===== src/rtl/bp_nexus_defines.sv =====
// Shared Nexus trace definitions: packet payload, MCODEs, MSEO codes, packer states.
package bp_nexus_defines;

   localparam int unsigned NEXUS_ADDR_W  = 32;
   localparam int unsigned NEXUS_TS_W    = 16;
   localparam int unsigned NEXUS_CHUNK_W = 6;

   localparam logic [5:0] NEXUS_MCODE_DIRECT_BRANCH   = 6'd3;
   localparam logic [5:0] NEXUS_MCODE_INDIRECT_BRANCH = 6'd4;
   localparam logic [5:0] NEXUS_MCODE_COMPRESSED      = 6'd33;

   localparam logic [1:0] NEXUS_MSEO_NORMAL = 2'b00;
   localparam logic [1:0] NEXUS_MSEO_EOF    = 2'b01;
   localparam logic [1:0] NEXUS_MSEO_EOM    = 2'b11;

   typedef enum logic [1:0] {
      NEXUS_ST_IDLE  = 2'd0,
      NEXUS_ST_TCODE = 2'd1,
      NEXUS_ST_ADDR  = 2'd2,
      NEXUS_ST_TS    = 2'd3
   } nexus_pack_state_e;

   typedef struct packed {
      logic [5:0]              mcode;
      logic [NEXUS_ADDR_W-1:0] addr;
      logic [NEXUS_TS_W-1:0]   timestamp;
   } nexus_trace_pkt_s;

   // Assemble one output byte: data chunk in the upper bits, MSEO in the lower two.
   function automatic logic [7:0] nexus_byte(input logic [5:0] chunk, input logic [1:0] mseo);
      return {chunk, mseo};
   endfunction

endpackage


===== src/rtl/bp_nexus_field_len.sv =====
// Number of 6-bit chunks needed to carry a field value; zero still needs one chunk.
module bp_nexus_field_len
   import bp_nexus_defines::*;
#(
   parameter int unsigned W     = 32,
   parameter int unsigned LEN_W = $clog2((W + NEXUS_CHUNK_W - 1) / NEXUS_CHUNK_W + 1)
)
(
   input  logic [W-1:0]     value,
   output logic [LEN_W-1:0] len_c
);

   localparam int unsigned NCH   = (W + NEXUS_CHUNK_W - 1) / NEXUS_CHUNK_W;
   localparam int unsigned PAD_W = NCH * NEXUS_CHUNK_W;

   logic [PAD_W-1:0] padded;

   // Highest non-zero chunk position determines the length.
   always_comb begin
      padded = PAD_W'(value);
      len_c  = LEN_W'(1);
      for (int unsigned i = 1; i < NCH; i++) begin
         if (padded[i*NEXUS_CHUNK_W +: NEXUS_CHUNK_W] != '0) begin
            len_c = LEN_W'(i + 1);
         end
      end
   end

endmodule


===== src/rtl/bp_nexus_packer.sv =====
// Serializes trace packets into a Nexus MDO/MSEO byte stream (TCODE, addr, timestamp).
module bp_nexus_packer
   import bp_nexus_defines::*;
#(
   parameter int unsigned ADDR_W = 32,
   parameter int unsigned TS_W   = 16,
   parameter int unsigned CNT_W  = 16
)
(
   input  logic             clk_i,
   input  logic             reset_i,
   input  nexus_trace_pkt_s trace_pkt_i,
   input  logic             trace_valid_i,
   output logic             trace_ready_o,
   output logic [7:0]       byte_o,
   output logic             byte_valid_o,
   input  logic             byte_ready_i,
   output logic             busy_o,
   output logic [CNT_W-1:0] msg_count_o
);

   localparam int unsigned ADDR_CHUNKS = (ADDR_W + NEXUS_CHUNK_W - 1) / NEXUS_CHUNK_W;
   localparam int unsigned TS_CHUNKS   = (TS_W + NEXUS_CHUNK_W - 1) / NEXUS_CHUNK_W;
   localparam int unsigned ALEN_W      = $clog2(ADDR_CHUNKS + 1);
   localparam int unsigned TLEN_W      = $clog2(TS_CHUNKS + 1);

   logic [ALEN_W-1:0] addr_len_c;
   logic [TLEN_W-1:0] ts_len_c;
   logic              hs_c;

   nexus_pack_state_e state_q;
   logic [ADDR_W-1:0] addr_q;
   logic [TS_W-1:0]   ts_q;
   logic [ALEN_W-1:0] addr_left_q;
   logic [TLEN_W-1:0] ts_left_q;

   bp_nexus_field_len #(.W(ADDR_W), .LEN_W(ALEN_W)) u_addr_len (
      .value (trace_pkt_i.addr[ADDR_W-1:0]),
      .len_c (addr_len_c)
   );

   bp_nexus_field_len #(.W(TS_W), .LEN_W(TLEN_W)) u_ts_len (
      .value (trace_pkt_i.timestamp[TS_W-1:0]),
      .len_c (ts_len_c)
   );

   assign hs_c = byte_valid_o && byte_ready_i;

   // Packer FSM; *_left_q counts chunks still to be emitted after the current byte.
   always_ff @(posedge clk_i) begin
      if (reset_i) begin
         state_q       <= NEXUS_ST_IDLE;
         addr_q        <= '0;
         ts_q          <= '0;
         addr_left_q   <= '0;
         ts_left_q     <= '0;
         trace_ready_o <= 1'b1;
         byte_o        <= '0;
         byte_valid_o  <= 1'b0;
         busy_o        <= 1'b0;
         msg_count_o   <= '0;
      end else begin
         case (state_q)
            NEXUS_ST_IDLE: begin
               if (trace_valid_i) begin
                  addr_q        <= trace_pkt_i.addr[ADDR_W-1:0];
                  ts_q          <= trace_pkt_i.timestamp[TS_W-1:0];
                  addr_left_q   <= addr_len_c - ALEN_W'(1);
                  ts_left_q     <= ts_len_c - TLEN_W'(1);
                  byte_o        <= nexus_byte(trace_pkt_i.mcode, NEXUS_MSEO_EOF);
                  byte_valid_o  <= 1'b1;
                  trace_ready_o <= 1'b0;
                  busy_o        <= 1'b1;
                  state_q       <= NEXUS_ST_TCODE;
               end
            end

            NEXUS_ST_TCODE: begin
               if (hs_c) begin
                  byte_o  <= nexus_byte(addr_q[NEXUS_CHUNK_W-1:0],
                                        (addr_left_q == '0) ? NEXUS_MSEO_EOF : NEXUS_MSEO_NORMAL);
                  addr_q  <= addr_q >> NEXUS_CHUNK_W;
                  state_q <= NEXUS_ST_ADDR;
               end
            end

            NEXUS_ST_ADDR: begin
               if (hs_c) begin
                  if (addr_left_q == '0) begin
                     byte_o  <= nexus_byte(ts_q[NEXUS_CHUNK_W-1:0],
                                           (ts_left_q == '0) ? NEXUS_MSEO_EOM : NEXUS_MSEO_NORMAL);
                     ts_q    <= ts_q >> NEXUS_CHUNK_W;
                     state_q <= NEXUS_ST_TS;
                  end else begin
                     byte_o      <= nexus_byte(addr_q[NEXUS_CHUNK_W-1:0],
                                               (addr_left_q == ALEN_W'(1)) ? NEXUS_MSEO_EOF
                                                                           : NEXUS_MSEO_NORMAL);
                     addr_q      <= addr_q >> NEXUS_CHUNK_W;
                     addr_left_q <= addr_left_q - ALEN_W'(1);
                  end
               end
            end

            NEXUS_ST_TS: begin
               if (hs_c) begin
                  if (ts_left_q == '0) begin
                     byte_o        <= '0;
                     byte_valid_o  <= 1'b0;
                     trace_ready_o <= 1'b1;
                     busy_o        <= 1'b0;
                     msg_count_o   <= msg_count_o + CNT_W'(1);
                     state_q       <= NEXUS_ST_IDLE;
                  end else begin
                     byte_o    <= nexus_byte(ts_q[NEXUS_CHUNK_W-1:0],
                                             (ts_left_q == TLEN_W'(1)) ? NEXUS_MSEO_EOM
                                                                       : NEXUS_MSEO_NORMAL);
                     ts_q      <= ts_q >> NEXUS_CHUNK_W;
                     ts_left_q <= ts_left_q - TLEN_W'(1);
                  end
               end
            end

            default: begin
               state_q <= NEXUS_ST_IDLE;
            end
         endcase
      end
   end

endmodule


===== config.mk =====
export PLATFORM = sky130hd
export DESIGN_NAME = bp_nexus_packer
export DESIGN_NICKNAME = d
export VERILOG_FILES = /design/src/rtl/bp_nexus_defines.sv /design/src/rtl/bp_nexus_field_len.sv /design/src/rtl/bp_nexus_packer.sv
export SDC_FILE = /design/constraint.sdc
export NUM_CORES = 1
export LEC_CHECK = 0
export BUFFER_PORTS_ARGS = -buffer_cell sky130_fd_sc_hd__buf_2
export CAP_MARGIN = 0
export CORE_ASPECT_RATIO = 1.25
export CORE_MARGIN = 2
export CORE_UTILIZATION = 55
export CTS_CLUSTER_DIAMETER = 50
export DETAILED_ROUTE_END_ITERATION = 8
export GPL_ROUTABILITY_DRIVEN = 0
export PLACE_DENSITY = 0.85
export SLEW_MARGIN = 15
export SYNTH_ARGS = -nofsm -noshare
export SYNTH_HDL_FRONTEND = slang
export SYNTH_SLANG_ARGS = --single-unit

===== constraint.sdc =====
create_clock -name clk_i -period 4.85 [get_ports clk_i]
set_input_delay 0.485 -clock clk_i [delete_from_list [all_inputs] [get_ports clk_i]]
set_output_delay 0.485 -clock clk_i [all_outputs]
set_load 0.005 [all_outputs]

==> results of run 1 <==
sequential cells by signal (all words and copies together), names as in the netlist:
| register | count |
|---|---|
| byte_o | 8 |
| ts_q | 16 |
| msg_count_o | 16 |
| addr_left_q | 3 |
| busy_o | 1 |
| state_q | 2 |
| trace_ready_o | 1 |
| ts_left_q | 2 |
| addr_q | 32 |
critical path: stages, from the launching register on:
cell and delay, ns:
dfxtp_1 0.37, inv_1 0.09, ha_1 0.38, or3_1 0.41, a21oi_1 0.70, nand2b_1 0.31, o32ai_1 0.36
power by group through the flow:
| stage | sequential [µW] | clock, µW | combinational (µW) |
|---|---|---|---|
| floorplan | 967 | 0 | 1120 |
| global placement | 990 | 0 | 1300 |
| detailed placement | 1000 | 0 | 1350 |
| CTS | 985 | 430 | 1360 |
| global route | 1010 | 457 | 1550 |
| finish | 987 | 419 | 1390 |
kinds of logic (layout without fill, tap and decap cells):
logic type	count (synthesis)	in the layout	share of synthesized area
and+or+nand+nor	168	168	0.202
AOI/OAI and AO/OA	86	86	0.149
DFF	81	81	0.406
muxes	53	53	0.137
buffers and inverters	37	113	0.0408
xor gates and xnor gates	14	14	0.0307
adders and majority gates	11	11	0.0345
final timing paths:
path / slack (ns) / cells after the start / to
setup / recovery: 2.14 / 6 / byte_o[3]
hold / removal: 0.41 / 3 / addr_q[31]
setup reg to reg: 2.14 / 6 / byte_o[3]
hold reg to reg: 0.46 / 2 / ts_q[11]
stage by stage:
| step | worst slack, ns | std cells | util |
|---|---|---|---|
| after detailed placement | 2.05 | 600 | 0.634 |
| after CTS | 2.04 | 615 | 0.657 |
| after floorplan | 2.33 | 450 | - |
| final | 2.14 | 616 | 0.660 |
| after global placement | 2.15 | 600 | 0.634 |
| after global routing | 1.89 | 616 | 0.660 |
cell usage in the layout (no fill, tap or decap), types with 7 or more instances in the layout:
cell type  count
nand2_1       22
a21oi_1       22
nor2_1        79
xnor2_1        8
nand3_1        9
clkbuf_8       9
dfxtp_1       81
o32ai_1        7
nand2b_1      12
buf_2         84
o21ai_0       10
mux2_2        12
a211oi_1      29
inv_1         10
ha_1          11
nand4_1       10
nand3b_1       7
mux2i_1       41
layer usage:
metal  global-route usage  vias to the layer above  wire, µm
li1                     -                     1755         -
met1                0.293                     1602      3960
met2                0.363                      121      4220
met3               0.0508                       17       528
met4                0.106                        0       180
met5                    0                        -         0
cell type report:
cell class	count	area, µm²
multi-input cells	332	2210
fillers	601	2370
repair buffers	87	455
well taps	90	113
clock inverters	6	36.3
clock buffers	9	124
flip-flops and latches	81	1620
inverters	11	41.3
==> metrics.txt, run 1 <==
status=finished, final reports clean; Residual DRC=0; clock tree buffer depth=2; Synth async-reset ratio=0; initial antenna violation count=0; IO buf count=84; H-tree Lvls=3; Clock power frac=0.150; vias in the first global route=between 3000 and 4000; worst-path maximum fanout=15; Int Power=between 1500 and 2000 µW; worst r2r src=state_q[0]; layout cell share with drive strength beyond 1=0.238; setup violators final=0; clock sinks=a little over 80; via count=~3500; worst skew pair latency=about 0.36 ns; critical path type=register to register; post-route ant nets=0; GRT Total Usage=0.228; Max-Cap Viols=0; DRT Wirelength=8890 µm; die width=approximately 80 µm; 1st-pass router iterations=5; Mapped Area=roughly 4000 µm²; die area=between 7000 and 8000 µm²; Placement Cell Area=about 4400 µm²; Inserted Diodes=0; Fin. Hold Viols=0; static leakage=0.00191 µW; Avg Cell Area, Syn=a little under 9 µm²; sequential fraction of the synthesis area=0.406; cell with the most instances after synthesis=dfxtp_1; hold_sp=trace_pkt_i[47]; Worst Hold Class=input port to register; core footprint=around 7000 µm²; Slew @ Worst Pin=approximately 0.88 ns; top cell type's share of synthesized area=0.406; fin. max-slew vios=0; Row Count=34; worst path arrival time=~3.0 ns; worst hold slack=0.413 ns; flops & latches, synth=slightly above 80; Post-DP HPWL=around 6400 µm; first-pass GRT wire length=about 15000 µm; Synthesized Nets=slightly above 500; clock root buffer=clkbuf_8; Ys Warns=0; hold buffers post-CTS=0; Final Instance Area=approximately 4600 µm²; RSZ-0062 raised after global routing=no; Sum Neg Setup Slack=0 ns; Worst EP required=a little over 5 ns; vias per inst=5.67; sw frac=0.411; Initial DRC Count=237; switching power=around 1100 µW; cell count after synthesis=450; Clock transition at path regs=0.08 ns; Tcrit/Tclk final=0.560; Worst setup EP type=register; Max Clock Skew=0.00918 ns; fin nets=about 590; synth top area cells=dfxtp_1 (41%), mux2i_1 (10%), nor2_1 (7.5%); Pwr Density=slightly above 600 nW/µm²; global route overflow=0; Post-synth EDFFs=0; Max-slew headroom=0.415; Pwr Total=between 2000 and 3000 µW; Initial Utilization=0.572; list of most frequent post-synthesis cells=dfxtp_1 (81), nor2_1 (80), mux2i_1 (41); Max VDD drop=about 0.00044 V; Gate power share=0.497; Yosys top cell by area=dfxtp_1; f_max=roughly 370 MHz; total CTS buffers=9; Tmin final=about 2.7 ns; Reg power frac=0.353; post_cts resized=0; I/O pins=85; Synth cell types=46; crit path from=state_q[0]; Area growth, synth to finish=15.4%; Main synth FF type=dfxtp_1; CTS tree=built; crit path launch type=register; largest net degree at the start of global routing=between 50 and 60; wire per inst=~14 µm; postcts setup bufs=0; Die Y-Extent=99.2 µm
No activity file was read; power rests on OpenSTA's default activity.
==> inputs of run 2 (changes only) <==
--- a/config.mk
+++ b/config.mk
@@ -9,11 +9,11 @@
 export CAP_MARGIN = 0
 export CORE_ASPECT_RATIO = 1.25
 export CORE_MARGIN = 2
-export CORE_UTILIZATION = 55
+export CORE_UTILIZATION = 49
 export CTS_CLUSTER_DIAMETER = 50
 export DETAILED_ROUTE_END_ITERATION = 8
 export GPL_ROUTABILITY_DRIVEN = 0
-export PLACE_DENSITY = 0.85
+export PLACE_DENSITY = 0.81
 export SLEW_MARGIN = 15
 export SYNTH_ARGS = -nofsm -noshare
 export SYNTH_HDL_FRONTEND = slang
==> constraint.sdc (replaced) <==
create_clock -name clk_i -period 2.35 [get_ports clk_i]
set_input_delay 0.235 -clock clk_i [delete_from_list [all_inputs] [get_ports clk_i]]
set_output_delay 0.235 -clock clk_i [all_outputs]
set_load 0.005 [all_outputs]
==> run 2 against run 1 <==
  * Total power rose by 120%
  * Critical path depth is 3 higher
  * Routed wire length grew 4.2%
  * Largest cell class unchanged
  * Highest routed layer unchanged
==> metrics.txt, run 2 (same netlist as run 1, synthesis figures left out) <==
status=finished, final reports clean; clock sinks=81 (unchanged); fin. max-slew vios=0 (unchanged); IO buf count=84 (unchanged); clock tree buffer depth=2 (unchanged); fin nets=609 (+3.0%); Crit path top cell by count=a211oi_1; 1st-pass router iterations=4 (-1); die width=84.7 µm (+5.6%); critical path type=input port to register; Residual DRC=0 (unchanged); DRT Wirelength=9260 µm (+4.2%); total CTS buffers=9 (unchanged); via count=3570 (+2.1%); GRT Total Usage=0.214 (-0.0141); Post-DP HPWL=6790 µm (+5.6%); Row Count=36 (+5.9%); CTS tree=built; crit path from=trace_pkt_i[27]; Max VDD drop=0.000661 V (+50%); Top Registers=addr_q x32, msg_count_o x16, ts_q x16; worst r2r src=state_q[0]; Filler Cell Count=702 (+17%); CP delay by family, top=simple AND/OR/NAND/NOR gates; core footprint=7840 µm² (+12%); Tmin final=around 2.2 ns; postcts setup bufs=0 (unchanged); CP bufs+invs=1 (unchanged); global route overflow=0 (unchanged); Pwr Density=1290 nW/µm² (+110%); vias per inst=5.58 (-1.7%); most frequent cells in the layout=buf_2 (84), dfxtp_1 (81), nor2_1 (79); worst skew pair latency=0.36 ns (about the same); Initial Utilization=0.509 (-0.0628); Clock transition at path regs=0.07 ns (about the same); Worst Hold Class=input port to register; CP max-delay cell=or4_1; wire per inst=14.5 µm (+0.25%); static leakage=0.00202 µW (+5.7%); hold buffers post-CTS=0 (unchanged); Worst setup EP type=register; Reg with most FFs=addr_q; Slew @ Worst Pin=0.867 ns (-0.00966 ns); Die Y-Extent=105 µm (+5.7%); critical path endpoint=addr_left_q[2]; Critical Path, Cell by Cell=buf_2 -> nor4_1 -> a211oi_1 -> o21ba_2 -> or2_2 -> ha_1 -> or4_1 -> a311oi_1 -> a211oi_1; die area=8890 µm² (+12%); initial antenna violation count=0 (unchanged); Post-Layout Cell Count=640 (+3.9%); RR Endpoint=addr_q[20]; number of flip-flops in the largest register=32 (unchanged); Max Clock Skew=0.0119 ns (+0.00269 ns); H-tree Lvls=3 (unchanged); Area growth, synth to finish=20.4%; largest net degree at the start of global routing=59 (unchanged); Tcrit/Tclk final=0.929; Crit path depth=9 (+3); Inserted Diodes=0 (unchanged); first-pass GRT wire length=15600 µm (+6.5%); clock root buffer=clkbuf_8; I/O pins=85 (unchanged); most common cell after layout, fill and taps aside=buf_2; f_max=roughly 460 MHz; vias in the first global route=3449 (+6.6%); Max-Cap Viols=0 (unchanged); post_cts resized=0 (unchanged); crit path launch type=input port; post-route ant nets=0 (unchanged); Initial DRC Count=226 (-4.6%); worst path arrival time=2.42 ns (-0.56 ns); Fin. Hold Viols=0 (unchanged); worst-path maximum fanout=2 (-13); final core area utilization=0.613 (-0.0470); Cells after DPL=624 (+4.0%); setup violators final=0 (unchanged); layout cell share with drive strength beyond 1=0.262 (+0.0247); RSZ-0062 raised after global routing=no; FF-to-FF setup slack=0.19 ns (-1.95 ns); Max-slew headroom=0.422 (+0.00644); slowest cell delay on critical path=0.51 ns (-0.19 ns); Worst EP required=2.58 ns (-2.53 ns); worst reg-to-reg path cell count=8 (+2)
-- run 2: cell type report --
| class | count | area (µm²) | area share |
|---|---|---|---|
| tap | 95 | 119 | 0.0247 |
| inverter | 11 | 41.3 | 0.00859 |
| timing repair buffer | 105 | 603 | 0.125 |
| clock buffer | 12 | 155 | 0.0323 |
| sequential | 81 | 1620 | 0.337 |
| clock inverter | 4 | 51.3 | 0.0107 |
| multi-input combinational | 332 | 2210 | 0.461 |
-- run 2: worst reg2reg max path: cells and delay by family, from the launching register on --
family	cells	cell delay, ns
multiplexers	1	0.42
AO/OA/AOI/OAI	1	0.24
buffers and inverters	2	0.33
flip-flops	1	0.38
AND/OR/NAND/NOR	3	0.38
adder cells (fa/ha/maj)	1	0.33
-- run 2: metrics by stage --
step / setup WS [ns] / setup TNS [ns] / total power, µW / hold slack [ns] / instance area, µm²
final: 0.166 / 0 / 6220 / 0.157 / 4810
after global routing: 0.00246 / 0 / 6690 / 0.157 / 4810
after CTS: 0.175 / 0 / 6240 / 0.141 / 4810
after detailed placement: -0.209 / -0.209 / 5170 / 0.444 / 4600
after global placement: -0.121 / -0.121 / 5030 / 0.438 / 4600
after floorplan: 0.0850 / 0 / 4310 / 0.400 / 3990
-- run 2: power breakdown --
group / total [µW] / internal (µW) / switching [µW]
combinational: 3120 / 1400 / 1710
sequential: 2040 / 1800 / 244
clock: 1070 / 550 / 517
total: 6220 / 3750 / 2470
-- run 2: metal layers --
layer  vias to the layer above  track usage  wire length (µm)
met5                         -            0                 0
met4                         0        0.111               280
met3                        25       0.0371               430
met2                        98        0.350              4450
met1                      1651        0.268              4100
li1                       1796            -                 -
-- run 2: worst min-delay path by stage --
stage / start / endpoint / slack, ns / cells after the start
floorplan: trace_pkt_i[42] / addr_q[26] / 0.40 / 2
global placement: ts_q[10] / ts_q[10] / 0.44 / 2
detailed placement: ts_q[12] / ts_q[12] / 0.44 / 2
CTS: trace_pkt_i[12] / ts_q[12] / 0.14 / 3
global route: trace_pkt_i[42] / addr_q[26] / 0.16 / 3
finish: trace_pkt_i[43] / addr_q[27] / 0.16 / 3
==> inputs of run 3 (changes only) <==
--- a/config.mk
+++ b/config.mk
@@ -7,9 +7,11 @@
 export LEC_CHECK = 0
 export BUFFER_PORTS_ARGS = -buffer_cell sky130_fd_sc_hd__buf_2
 export CAP_MARGIN = 0
+export CELL_PAD_IN_SITES_DETAIL_PLACEMENT = 0
+export CELL_PAD_IN_SITES_GLOBAL_PLACEMENT = 1
 export CORE_ASPECT_RATIO = 1.25
 export CORE_MARGIN = 2
-export CORE_UTILIZATION = 49
+export CORE_UTILIZATION = 37
 export CTS_CLUSTER_DIAMETER = 50
 export DETAILED_ROUTE_END_ITERATION = 8
 export GPL_ROUTABILITY_DRIVEN = 0
==> run 3 against run 2 <==
  * Worst hold slack improved by 0.023 ns
  * Count of clock-buffer cells in the layout decreased by 2
  * Worst setup slack got worse by 0.0090 ns
  * Flip-flop and latch count stayed put
  * Combinational power is essentially flat
  * Cell count rose by 5.2%
  * Sequential share of layout area down 0.71 points
  * Total power rose by 3.4%
  * Design area is 2.1% higher
  * Clock power increased by 20%
  * Critical endpoint unchanged
  * Largest cell class unchanged
==> metrics.txt, run 3 (same netlist as run 1, synthesis figures left out) <==
status=finished, final reports clean; Worst setup EP type=register; die area=11600 µm² (+31%); Initial DRC Count=76 (-66%); 1st-pass router iterations=4 (unchanged); Row Count=42 (+17%); Worst Hold Class=input port to register; total CTS buffers=9 (unchanged); Pwr Total=6430 µW (+3.4%); critical path type=input port to register; IO buf count=84 (unchanged); most common cell after layout, fill and taps aside=buf_2; number of flip-flops in the largest register=32 (unchanged); Reg power frac=0.316 (-0.012); Max-slew headroom=0.574 (+0.152); largest net degree at the start of global routing=59 (unchanged); wire per inst=14.0 µm (-3.1%); Clock transition at path regs=0.06 ns (about the same); Worst EP required=2.57 ns (about the same); worst path arrival time=2.41 ns (about the same); Top Registers=addr_q x32, msg_count_o x16, ts_q x16; DRT Wirelength=9440 µm (+1.9%); I/O pins=85 (unchanged); worst skew pair latency=0.34 ns (-0.02 ns); via count=3433 (-3.8%); global route overflow=0 (unchanged); Filler Cell Count=1077 (+53%); Max VDD drop=0.000626 V (-5.2%); Area growth, synth to finish=23.0%; Die Y-Extent=120 µm (+15%); vias per inst=5.10 (-8.6%); switching power=2540 µW (+2.4%); Clock power frac=0.199 (+0.028); Slew @ Worst Pin=0.639 ns (-0.228 ns); CTS tree=built; Tcrit/Tclk final=0.933 (+0.00384); sw frac=0.394 (-0.00365); fin. max-slew vios=0 (unchanged); f_max=456 MHz (-0.41%); first-pass GRT wire length=15500 µm (-0.85%); clock tree buffer depth=2 (unchanged); clock sinks=81 (unchanged); core footprint=10600 µm² (+35%); fin nets=605 (-0.66%); post-route ant nets=0 (unchanged); setup violators final=0 (unchanged); GRT Total Usage=0.162 (-0.0522); Pwr Density=1310 nW/µm² (+1.2%); crit path launch type=input port; Max Clock Skew=0.00681 ns (-0.00507 ns); hold buffers post-CTS=0 (unchanged); initial antenna violation count=0 (unchanged); clock root buffer=clkbuf_16; Reg with most FFs=addr_q; most frequent cells in the layout=buf_2 (84), dfxtp_1 (81), nor2_1 (79); Int Power=3900 µW (+4.0%); Fin. Hold Viols=0 (unchanged); Tmin final=2.19 ns (+0.00902 ns); Gate power share=0.485 (-0.016); layout cell share with drive strength beyond 1=0.259 (-0.00361); Max-Cap Viols=0 (unchanged); Inserted Diodes=0 (unchanged); die width=96.9 µm (+14%); H-tree Lvls=3 (unchanged); worst-path maximum fanout=2 (unchanged); Residual DRC=0 (unchanged); Initial Utilization=0.378 (-0.131); RSZ-0062 raised after global routing=no; Sum Neg Setup Slack=0 ns (unchanged); vias in the first global route=3277 (-5.0%); post_cts resized=0 (unchanged); static leakage=0.00203 µW (+0.78%); postcts setup bufs=0 (unchanged); Post-DP HPWL=6750 µm (-0.62%)
-- run 3: power groups by stage --
| stage | clock (µW) | combinational [µW] | sequential, µW |
|---|---|---|---|
| after detailed placement | 0 | 3000 | 2060 |
| after global routing | 1370 | 3470 | 2080 |
| after floorplan | 0 | 2310 | 2000 |
| after CTS | 1320 | 3010 | 2030 |
| final | 1280 | 3120 | 2030 |
| after global placement | 0 | 2940 | 2050 |
-- run 3: path summary, 6_finish.rpt --
path	depth (start not counted)	slack [ns]	start	end
setup / recovery	9	0.16	trace_pkt_i[27]	addr_left_q[2]
hold / removal	3	0.18	trace_pkt_i[47]	addr_q[31]
setup reg to reg	8	0.21	state_q[0]	addr_q[15]
hold reg to reg	2	0.45	ts_q[12]	ts_q[12]
-- run 3: metal layers --
metal / track usage / routed length [µm]
met3: 0.0448 / 496
met5: 0 / 0
met4: 0.0607 / 125
met1: 0.210 / 4440
met2: 0.257 / 4380
-- run 3: area by class of cell --
cell class | count | area (µm²) | area share
well taps | 132 | 165 | 0.0336
clock buffers | 10 | 229 | 0.0466
flip-flops and latches | 81 | 1620 | 0.330
repair buffers | 101 | 591 | 0.120
multi-input cells | 332 | 2220 | 0.452
inverters | 11 | 41.3 | 0.00841
clock inverters | 6 | 42.5 | 0.00867
-- run 3: worst max-delay path, stage by stage --
cell	delay [ns]
buf_2	0.11
nor4_1	0.37
a211oi_1	0.15
o21ba_2	0.22
or2_2	0.27
ha_1	0.19
or4_1	0.52
a311oi_1	0.27
a211oi_1	0.08
-- run 3: per-stage QoR --
step | hold slack [ns] | setup slack, ns | instances | util | cell area [µm²]
detailed placement | 0.448 | -0.196 | 656 | 0.436 | 4610
floorplan | 0.400 | 0.0850 | 450 | - | 3990
global placement | 0.440 | -0.130 | 656 | 0.436 | 4610
finish | 0.180 | 0.157 | 673 | 0.465 | 4910
CTS | 0.171 | 0.155 | 672 | 0.462 | 4880
global route | 0.178 | 0.0158 | 673 | 0.465 | 4910
